==> src/rtl/mux_stream_arb_prm.sv <==
// N-channel streaming multiplexer with internal arbitration.
// Every input channel is a valid/ready stream carrying a packet-end flag. An
// arbiter picks one channel (fixed priority or round-robin, chosen at run time)
// and holds that choice until the packet ends. The chosen beat is registered
// onto a single output stream, and sel_o reports which channel it came from.
//
// Handshake: a beat moves across an interface at a rising edge where valid and
// ready are both high. A producer holds valid (and data/last) steady until that
// edge. Ready may depend combinationally on valid, but valid never depends on
// ready. vld_o is driven only from a register.
module mux_stream_arb_prm #(
  parameter int  CH_NUM    = 4,
  parameter int  DAT_WIDTH = 8,
  localparam int SEL_WIDTH = $clog2(CH_NUM)
) (
  input  logic                              clk,
  input  logic                              rst_n,
  input  logic                              rr_en,
  input  logic [CH_NUM-1:0]                 vld_i,
  output logic [CH_NUM-1:0]                 rdy_i,
  input  logic [CH_NUM-1:0]                 last_i,
  input  logic [CH_NUM-1:0][DAT_WIDTH-1:0]  dat_i,
  output logic                              vld_o,
  input  logic                              rdy_o,
  output logic                              last_o,
  output logic [DAT_WIDTH-1:0]              dat_o,
  output logic [SEL_WIDTH-1:0]              sel_o,
  output logic                              dbg_state
);

  typedef enum logic {IDLE = 1'b0, LOCK = 1'b1} state_t;

  state_t                state_q, state_d;
  logic [SEL_WIDTH-1:0]  ptr_q, ptr_d;
  logic [SEL_WIDTH-1:0]  lock_ch_q, lock_ch_d;
  logic [SEL_WIDTH-1:0]  g;
  logic                  any_req;
  logic                  load;
  logic                  xfer;
  logic [SEL_WIDTH-1:0]  g_next;

  // The output register can take a new beat when it is empty or being drained.
  assign load = !vld_o || rdy_o;
  assign xfer = load && any_req;

  // A high dbg_state means the arbiter is locked onto a channel.
  assign dbg_state = (state_q == LOCK);

  // The channel after g, wrapping from CH_NUM-1 back to 0. This also works
  // when CH_NUM is not a power of two.
  assign g_next = (g == SEL_WIDTH'(CH_NUM - 1)) ? '0 : g + SEL_WIDTH'(1);

  // Pick the candidate channel g. While locked, only the locked channel may
  // win. Otherwise, use a round-robin search from ptr or the lowest valid index.
  always_comb begin
    g       = '0;
    any_req = 1'b0;
    if (state_q == LOCK) begin
      g       = lock_ch_q;
      any_req = vld_i[lock_ch_q];
    end else if (rr_en) begin
      for (int i = 0; i < CH_NUM; i++) begin
        if (!any_req && vld_i[(int'(ptr_q) + i) % CH_NUM]) begin
          g       = SEL_WIDTH'((int'(ptr_q) + i) % CH_NUM);
          any_req = 1'b1;
        end
      end
    end else begin
      for (int i = CH_NUM - 1; i >= 0; i--) begin
        if (vld_i[i]) begin
          g       = SEL_WIDTH'(i);
          any_req = 1'b1;
        end
      end
    end
  end

  // One-hot ready to the granted channel. It is forced low while reset is
  // asserted, because the registers alone would leave load high during reset.
  always_comb begin
    rdy_i = '0;
    if (rst_n && xfer) begin
      rdy_i[g] = 1'b1;
    end
  end

  // Next-state logic. A non-final beat locks onto its channel. A final beat
  // returns to IDLE and moves the round-robin pointer past that channel.
  always_comb begin
    state_d   = state_q;
    ptr_d     = ptr_q;
    lock_ch_d = lock_ch_q;
    if (xfer) begin
      if (last_i[g]) begin
        state_d = IDLE;
        ptr_d   = g_next;
      end else begin
        state_d   = LOCK;
        lock_ch_d = g;
      end
    end
  end

  // Arbiter state registers.
  always_ff @(posedge clk or negedge rst_n) begin
    if (!rst_n) begin
      state_q   <= IDLE;
      ptr_q     <= '0;
      lock_ch_q <= '0;
    end else begin
      state_q   <= state_d;
      ptr_q     <= ptr_d;
      lock_ch_q <= lock_ch_d;
    end
  end

  // Registered output stage. It holds while stalled, replaces the beat on
  // drain and accept, and empties when nothing is accepted.
  always_ff @(posedge clk or negedge rst_n) begin
    if (!rst_n) begin
      vld_o  <= 1'b0;
      last_o <= 1'b0;
      dat_o  <= '0;
      sel_o  <= '0;
    end else if (load) begin
      vld_o <= xfer;
      if (xfer) begin
        last_o <= last_i[g];
        dat_o  <= dat_i[g];
        sel_o  <= g;
      end
    end
  end

endmodule

==> config.mk <==
export PLATFORM = sky130hd
export DESIGN_NAME = mux_stream_arb_prm
export DESIGN_NICKNAME = d
export VERILOG_FILES = /design/src/rtl/mux_stream_arb_prm.sv
export SDC_FILE = /design/constraint.sdc
export NUM_CORES = 1
export LEC_CHECK = 0
export CAP_MARGIN = 20
export CORE_MARGIN = 3
export CORE_UTILIZATION = 41
export CTS_CLUSTER_SIZE = 24
export DETAILED_ROUTE_END_ITERATION = 7
export PLACE_DENSITY = 0.86
export REMOVE_ABC_BUFFERS = 1
export SYNTH_ARGS = -nofsm -noshare
export SYNTH_HDL_FRONTEND = slang
export SYNTH_SLANG_ARGS = --single-unit
==> constraint.sdc <==
create_clock -name clk -period 5.1 [get_ports clk]
set_input_delay 1.53 -clock clk [delete_from_list [all_inputs] [get_ports clk]]
set_output_delay 1.53 -clock clk [all_outputs]
set_load 0.02 [all_outputs]
==> results by stage, run 1 <==
Synth:
- The register area share after synthesis is 32.9%.
- Synthesis handed over a netlist of 154 instances.
- After synthesis the netlist holds a flip-flop and latch count of 17.
- The number of different library cells in the post-synthesis netlist is 30.
- The average cell area after synthesis is 8.40 µm².
- The cell area that synthesis handed to floorplanning was 0.00129 mm².
- The total of warnings raised by yosys is 0.

Global routing:
- The met3 track utilization from global routing is 5.23%.
- Global routing used 36.2% of the available met2 tracks.
- The global-route wire length before repair is 6510 µm.
- The via count of the first global-routing pass is 1450.
- The number of antenna violations at the first check in global routing is 0.
- The met1 usage in global routing is 24.4%.
- The global routing stage identified its most utilized layer as met2.
- Entering global routing, the biggest net connects 12 pins.
- Global routing used 20.1% of the available tracks.
- The total overflow left after global routing is 0.

STA:
- For the pin with the worst max-slew slack, the measured transition is 0.444 ns.
- After layout, the minimum clock period comes to 5.03 ns.
- Setup violations remaining at the end of the flow were counted as 0.
- The peak clock frequency supported by timing is 199 MHz.
- The final hold violation count is 0.
- The max-slew violation count came to 0.
- Between clock sinks in the finished design, the worst skew comes to 0.00333 ns.
- The tightest hold path in the finished design has a slack of 0.519 ns.
- The worst-case setup margin in the final layout is 0.0689 ns.
- Setup repair after global routing left no endpoint under its margin.
- After layout, the worst path uses 98.6% of the clock period.
- The worst pin sits at a relative slew slack of 70.3%.

Setup path:
- The arrival time at the worst endpoint is 3.50 ns.
- The worst setup path is captured at an output pin.
- The critical path's most frequent cell is buf_4.
- The cell with the largest stage delay on the worst path is mux4_2.
- Traced cell by cell, the critical path runs through clkdlybuf4s15_1 > buf_4 > mux4_2 > a21oi_2 > o41ai_4 > buf_4 > buf_4 > ha_1 > and3_1 > buf_4.
- The critical path data required time is 3.57 ns.
- The delay contributed by the slowest stage of the critical path is 0.46 ns.
- Of all nets on the critical path, the largest fanout is 6.
- The type of origin of the critical path is an input port.
- The start-to-end type of the worst setup path is in2out.

Clocking:
- TritonCTS created 3 clock buffers.
- The post-cts hold buffer count is 0.
- The clock reaches the later pin of the worst-skew pair after 0.29 ns.
- The number of H-tree levels is 1.
- The number of sinks driven by the clock tree is 17.
- The clock tree buffer depth is 2.
- The TritonCTS clock tree is done.
- The tree is rooted in a clkbuf_4.
- The clock transition time at the flip-flop clock pins of the worst setup and hold paths is 0.11 ns.

Worst hold path:
- The type of the most critical hold path is reg2reg.

Pwr:
- Across the VDD grid, the largest voltage drop is 0.371 mV.
- The total power per unit cell area is 557 mW/mm².
- The leakage dissipation is 0.970 nW.

Final layout:
- The number of diodes added for antenna fixing is 0.
- The post-route cell area is 0.00210 mm².
- For this run, the share of the core covered by cells in the final layout is 73.1%.
- The share of cells above drive strength 1 is 20.3%.
- Leaving out fill and tap cells, the most frequent cells in the layout are 51 x clkdlybuf4s50_1, 44 x nand2_1, 24 x buf_4.
- Relative to the synthesized area, the layout overhead comes to 62.6%.
- Fill cells in the final layout number 221.
- The library cell used most frequently in the layout, excluding fill and tap cells, is clkdlybuf4s50_1.
- The number of nets in the layout is 280.

Placement:
- The total half-perimeter wirelength after legalization and detailed placement is 3100 µm.
- Routability-driven placement finished with a final weighted congestion of 0.807.
- The pre-CTS setup slack is -0.482 ns.
- Once placement finished, the instance area stood at 0.00207 mm².
- The count of buffers from port buffering is 60.

Routing:
- The count of nets left with antenna violations once routing finished came out at 0.
- After detailed routing, the number of vias per cell comes to 5.16.
- For this block, the via count after detailed routing is 1409.
- The total length of routed wires is 3830 µm.
- In the final routed layout, each cell accounts on average for 14.0 µm.
- The violation count after the first detailed-route iteration is 63.
- The first TritonRoute pass finished after 4 iterations.
- For this run, design rule violations remaining after detail routing come to 0.

Floorplanning:
- The floorplan has 19 rows.
- The starting density of the core is 45.0%.
- The area of the die is 0.00387 mm².
- The placeable core region is 0.00288 mm².
- The die is 62.2 µm tall.
- In this run the count of I/O pins placed on the die edge is 61.
- The die width is 62.2 µm.

Run status:
- The flow ran to the end, and the final reports show no timing, DRC or antenna violations.

Run:
- Max-cap violations in this run came to 0.
[cell families after synthesis]
kind of cell	after synthesis	share of synthesized area [%]
and+or+nand+nor	69	24.2
adders and majority gates	4	3.87
muxes	17	16.1
AOI/OAI and AO/OA	30	16.7
DFF	17	32.9
buffers and inverters	17	6.29
[flip-flops by register name, summed over array words and instances (netlist names)]
signal	cells
dat_o	8
lock_ch_q	2
ptr_q	2
sel_o	2
dbg_state	1
last_o	1
vld_o	1
[final timing paths]
kind / startpoint / endpoint / slack [ns] / cells past startpoint
worst min register to register: dat_o[2] / dat_o[2] / 0.52 / 1
max in group asynchronous: rst_n / ptr_q[0] / 3.12 / 2
min in group asynchronous: rst_n / vld_o / 1.52 / 1
worst min-delay path: dat_o[2] / dat_o[2] / 0.52 / 1
worst max register to register: ptr_q[1] / ptr_q[0] / 2.67 / 10
worst max-delay path: vld_i[1] / rdy_i[1] / 0.07 / 10
[power breakdown]
part	total (mW)	switching, mW	internal (mW)
Sequential	0.268	0.0629	0.205
Clock	0.0740	0.0448	0.0292
Combinational	0.831	0.398	0.433
Total	1.17	0.505	0.667
[metrics by stage]
step	setup TNS, ns	instances	power (mW)
after floorplan	-1.08	143	0.716
after global placement	-1.66	268	1.06
after detailed placement	-1.84	268	1.10
after CTS	0	273	1.18
after global routing	0	273	1.27
final	0	273	1.17
[cells in the mapped netlist (all sizes together)]
cell type  count  share of area (%)
o22ai          1               0.48
nand4b         2                1.4
dfrtp         17                 33
nor2b          1               0.48
and3          12                5.8
mux2i          5                3.9
o31ai          1               0.58
inv            6                1.7
o21ai          3                1.5
nand3          1               0.39
nand2b         4                1.9
mux4           2                3.5
mux2          10                8.7
a31oi         10                4.8
a21oi          7                2.7
o41ai          1                2.1
a21boi         1               0.58
a41oi          2                1.4
nor2           5                1.5
buf            8                3.7
nand2         44                 13
o2bb2ai        2                1.4
o21a           1               0.58
o32ai          1               0.68
clkbuf         3               0.87
ha             4                3.9
[per-layer routing]
metal	routed length (µm)	vias up
li1	-	693
met1	1670	664
met2	1910	48
met3	224	4
met4	21	0
met5	0	-
[critical path: cells and delay by family]
family	cells	cell delay, ns
simple gates	1	0.15
mux	1	0.46
buf+inv	5	0.88
compound gates	2	0.30
fa+ha+maj	1	0.18
[area by class of cell]
| type | instances | area (µm²) | share of cell area, % |
|---|---|---|---|
| Clock buffer | 3 | 22.5 | 1.07 |
| Clock inverter | 1 | 5.00 | 0.238 |
| Inverter | 6 | 22.5 | 1.07 |
| Multi-Input combinational cell | 120 | 800 | 38.0 |
| Sequential cell | 17 | 425 | 20.2 |
| Tap cell | 42 | 52.6 | 2.50 |
| Timing Repair Buffer | 84 | 776 | 36.9 |
[what timing repair did]
action / 4_1_cts / 5_1_grt
hold endpoints to repair: 0 / 0
setup endpoints to repair: 4 / 4
pin swaps: 1 / 1
gates resized for setup: 16 / 4
setup buffers: 1 / 0
No activity file was read; power rests on OpenSTA's default activity.
==> run 2, diff against run 1 <==
--- a/config.mk
+++ b/config.mk
@@ -10,7 +10,7 @@
 export CORE_UTILIZATION = 41
 export CTS_CLUSTER_SIZE = 24
 export DETAILED_ROUTE_END_ITERATION = 7
-export PLACE_DENSITY = 0.86
+export PLACE_DENSITY = 0.85
 export REMOVE_ABC_BUFFERS = 1
 export SYNTH_ARGS = -nofsm -noshare
 export SYNTH_HDL_FRONTEND = slang
==> results by stage, run 2 (synthesis gave the netlist of run 1 again) <==
Global routing:
- The first global-routing pass estimated 6630 µm of wire.
- The number of antenna violations at the first check in global routing is 0.
- The total grt overflow is 0.
- The via count of the first global-routing pass is 1501.
- Entering global routing, the biggest net connects 18 pins.
- Global routing consumed, over all layers together, 21.2% of the routing resources.

Floorplanning:
- The starting density of the core is 45.0%.
- The floorplan step defined a die boundary enclosing 0.00387 mm².
- After floorplanning, the core was sized to cover 0.00288 mm².
- The die is 62.2 µm tall.
- Row generation in the floorplan step produced 19 rows.
- The die width is 62.2 µm.
- The boundary pin count is 61.

Pwr:
- The total power per unit cell area is 557 mW/mm².
- The overall power consumption is 1.16 mW.
- The highest ir drop seen on vdd is 0.343 mV.
- The leakage dissipation is 0.957 nW.

Setup path:
- The maximum fanout count along the critical path is 7.
- The critical path's most frequent cell is dlygate4sd2_1.
- The reg-to-reg setup timing slack is 2.60 ns.
- The critical register-to-register path startpoint is ptr_q[0].
- The worst register-to-register path has a depth of 8.
- STA classifies the critical path startpoint as an input port.
- The critical path data required time is 3.57 ns.
- The signal on the critical path passes through dlygate4sd2_1 > mux4_2 > a21oi_2 > o41ai_4 > buf_4 > ha_1 > and3_1 > dlygate4sd2_1.
- By startpoint and endpoint, the worst setup path is classified as in2out.
- The worst flop-to-flop path endpoint is ptr_q[1].
- The cell with the largest stage delay on the worst path is mux4_2.
- For this run, the slowest stage of the critical path takes 0.50 ns.
- The arrival time at the worst endpoint is 3.45 ns.
- The worst setup path is captured at an output pin.

Final layout:
- The layout overhead on the synthesized area is 61.1%.
- Once layout is complete, the utilization of the core stands at 72.5%.
- The leading cell type in the layout, fill and taps excluded is clkdlybuf4s50_1.
- The register with the most flip-flops in the layout has 8 of them.
- Cells with a size suffix above 1 make up 20.0% of the layout.
- Fill cells in the final layout number 219.
- The library cells used most frequently in the layout, excluding fill and tap cells, are 51 x clkdlybuf4s50_1, 44 x nand2_1, 23 x buf_4.
- The number of antenna diodes in the final layout is 0.
- Ranked by flip-flop count, first place goes to dat_o.
- The post-route cell area is 0.00208 mm².
- The number of nets in the layout is 279.

STA:
- Measured against its own limit, the worst slew margin works out to 77.4%.
- At the pin with the least slew margin, the transition time is 0.339 ns.
- The final hold violation count came to 0.
- The final clock skew is 0.0133 ns.
- Setup repair after global routing left no endpoint under its margin.
- Of the available clock period, the critical path in the final layout requires 97.6%.
- For this run, the top clock speed supported by timing is 201 MHz.
- The max-slew violation count came to 0.
- The worst-case hold slack is 0.524 ns.
- Setup violations remaining at the end of the flow were counted as 0.
- Counting I/O delays and the setup requirement, the final critical path takes 4.98 ns.

Clocking:
- The clock passes through at most 2 buffers.
- Buffers inserted to repair hold after CTS numbered 0.
- The number of sinks driven by the clock tree is 17.
- The number of CTS-inserted buffers is 3.
- Clock latency on the worst-skew pair, taken at its later pin, is 0.30 ns.
- The cell sitting at the root of the clock tree is a clkbuf_4.
- The TritonCTS clock tree is done.
- The clock transition time at the flip-flop clock pins of the worst setup and hold paths is 0.09 ns.
- The number of H-tree levels is 1.

Placement:
- The congestion estimate from routability-driven global placement came to 0.929.
- The wire-length estimate of the detail-placed layout is 3240 µm.
- In this run the tool buffered the top-level ports with 60 buffer cells.
- In this run the cell area measured after placement is 0.00206 mm².

Routing:
- The violation count after the first detailed-route iteration is 75.
- For this block, the routed nets add up to 3960 µm of wire.
- The routed wirelength normalized by instance count is 14.5 µm.
- Detailed routing inserted a total of 1462 vias.
- The average via count per standard cell is 5.38.
- After detailed routing, the number of remaining DRC violations is 0.
- The pre-antenna-repair detailed-routing pass consisted of 4 iterations.
- The final antenna-violating net count is 0.

Worst hold path:
- The endpoint of the worst hold-timing path is dat_o[2].
- The type of the most critical hold path is reg2reg.
- Counting instances, the worst hold path has a depth of 1.
- The worst hold path begins at dat_o[2].

Run:
- The number of maximum-capacitance constraint violations is 0.

Run status:
- The flow ran to the end, and the final reports show no timing, DRC or antenna violations.
==> run 2: cell types whose count changed in the layout (fill, tap and decap cells not counted), sizes merged <==
cell	previous run	this run
clkbuf	4	7
buf	25	23
clkdlybuf4s15	2	0
dlygate4sd2	4	6
clkinv	1	0
dlymetal6s2s	1	0
==> run 2: worst max-delay path by stage <==
stage / from / end / slack [ns] / depth (start not counted)
after detailed placement: vld_i[3] / rdy_i[0] / -0.46 / 9
after CTS: vld_i[0] / rdy_i[0] / 0.03 / 11
after floorplan: vld_i[0] / rdy_i[0] / -0.55 / 6
after global placement: vld_i[0] / rdy_i[0] / -0.37 / 8
after global routing: vld_i[1] / rdy_i[1] / 0.0006 / 10
final: vld_i[1] / rdy_i[3] / 0.12 / 8
==> run 2: stage by stage <==
stage / setup TNS (ns) / cells / setup slack, ns
after detailed placement: -1.70 / 267 / -0.460
after floorplan: -1.08 / 143 / -0.553
after CTS: 0 / 272 / 0.0297
after global routing: 0 / 272 / 0.000614
after global placement: -1.36 / 267 / -0.367
final: 0 / 272 / 0.122
==> run 2: critical path, delay by kind of cell <==
family          cells  cell delay [ns]
buf+inv             3             0.79
compound gates      2             0.27
simple gates        1             0.16
mux                 1             0.50
fa+ha+maj           1             0.19
==> run 2: timing repair <==
action,4_1_cts,5_1_grt
setup endpoints to repair,4,4
gates resized for setup,11,6
pin swaps,1,0
setup buffers,1,0
==> run 2: per-layer routing <==
metal	routed length, µm	track usage (%)	vias to the layer above	part of all wire, %
met4	110	10.2	0	2.8
met2	2010	38.8	70	51
li1	-	-	695	-
met1	1550	22.6	684	39
met5	0	0	-	0
met3	284	5.23	13	7.2
==> run 2: cell type report <==
class / count / area [µm²] / share of cell area, %
clock buffers: 4 / 26.3 / 1.26
multi-input cells: 120 / 807 / 38.7
inverters: 6 / 22.5 / 1.08
well taps: 42 / 52.6 / 2.52
repair buffers: 83 / 751 / 36.0
flip-flops and latches: 17 / 425 / 20.4
==> run 2: report_power, final <==
part | internal, mW | switching [mW]
clock network | 0.0305 | 0.0463
logic | 0.413 | 0.403
registers | 0.204 | 0.0632
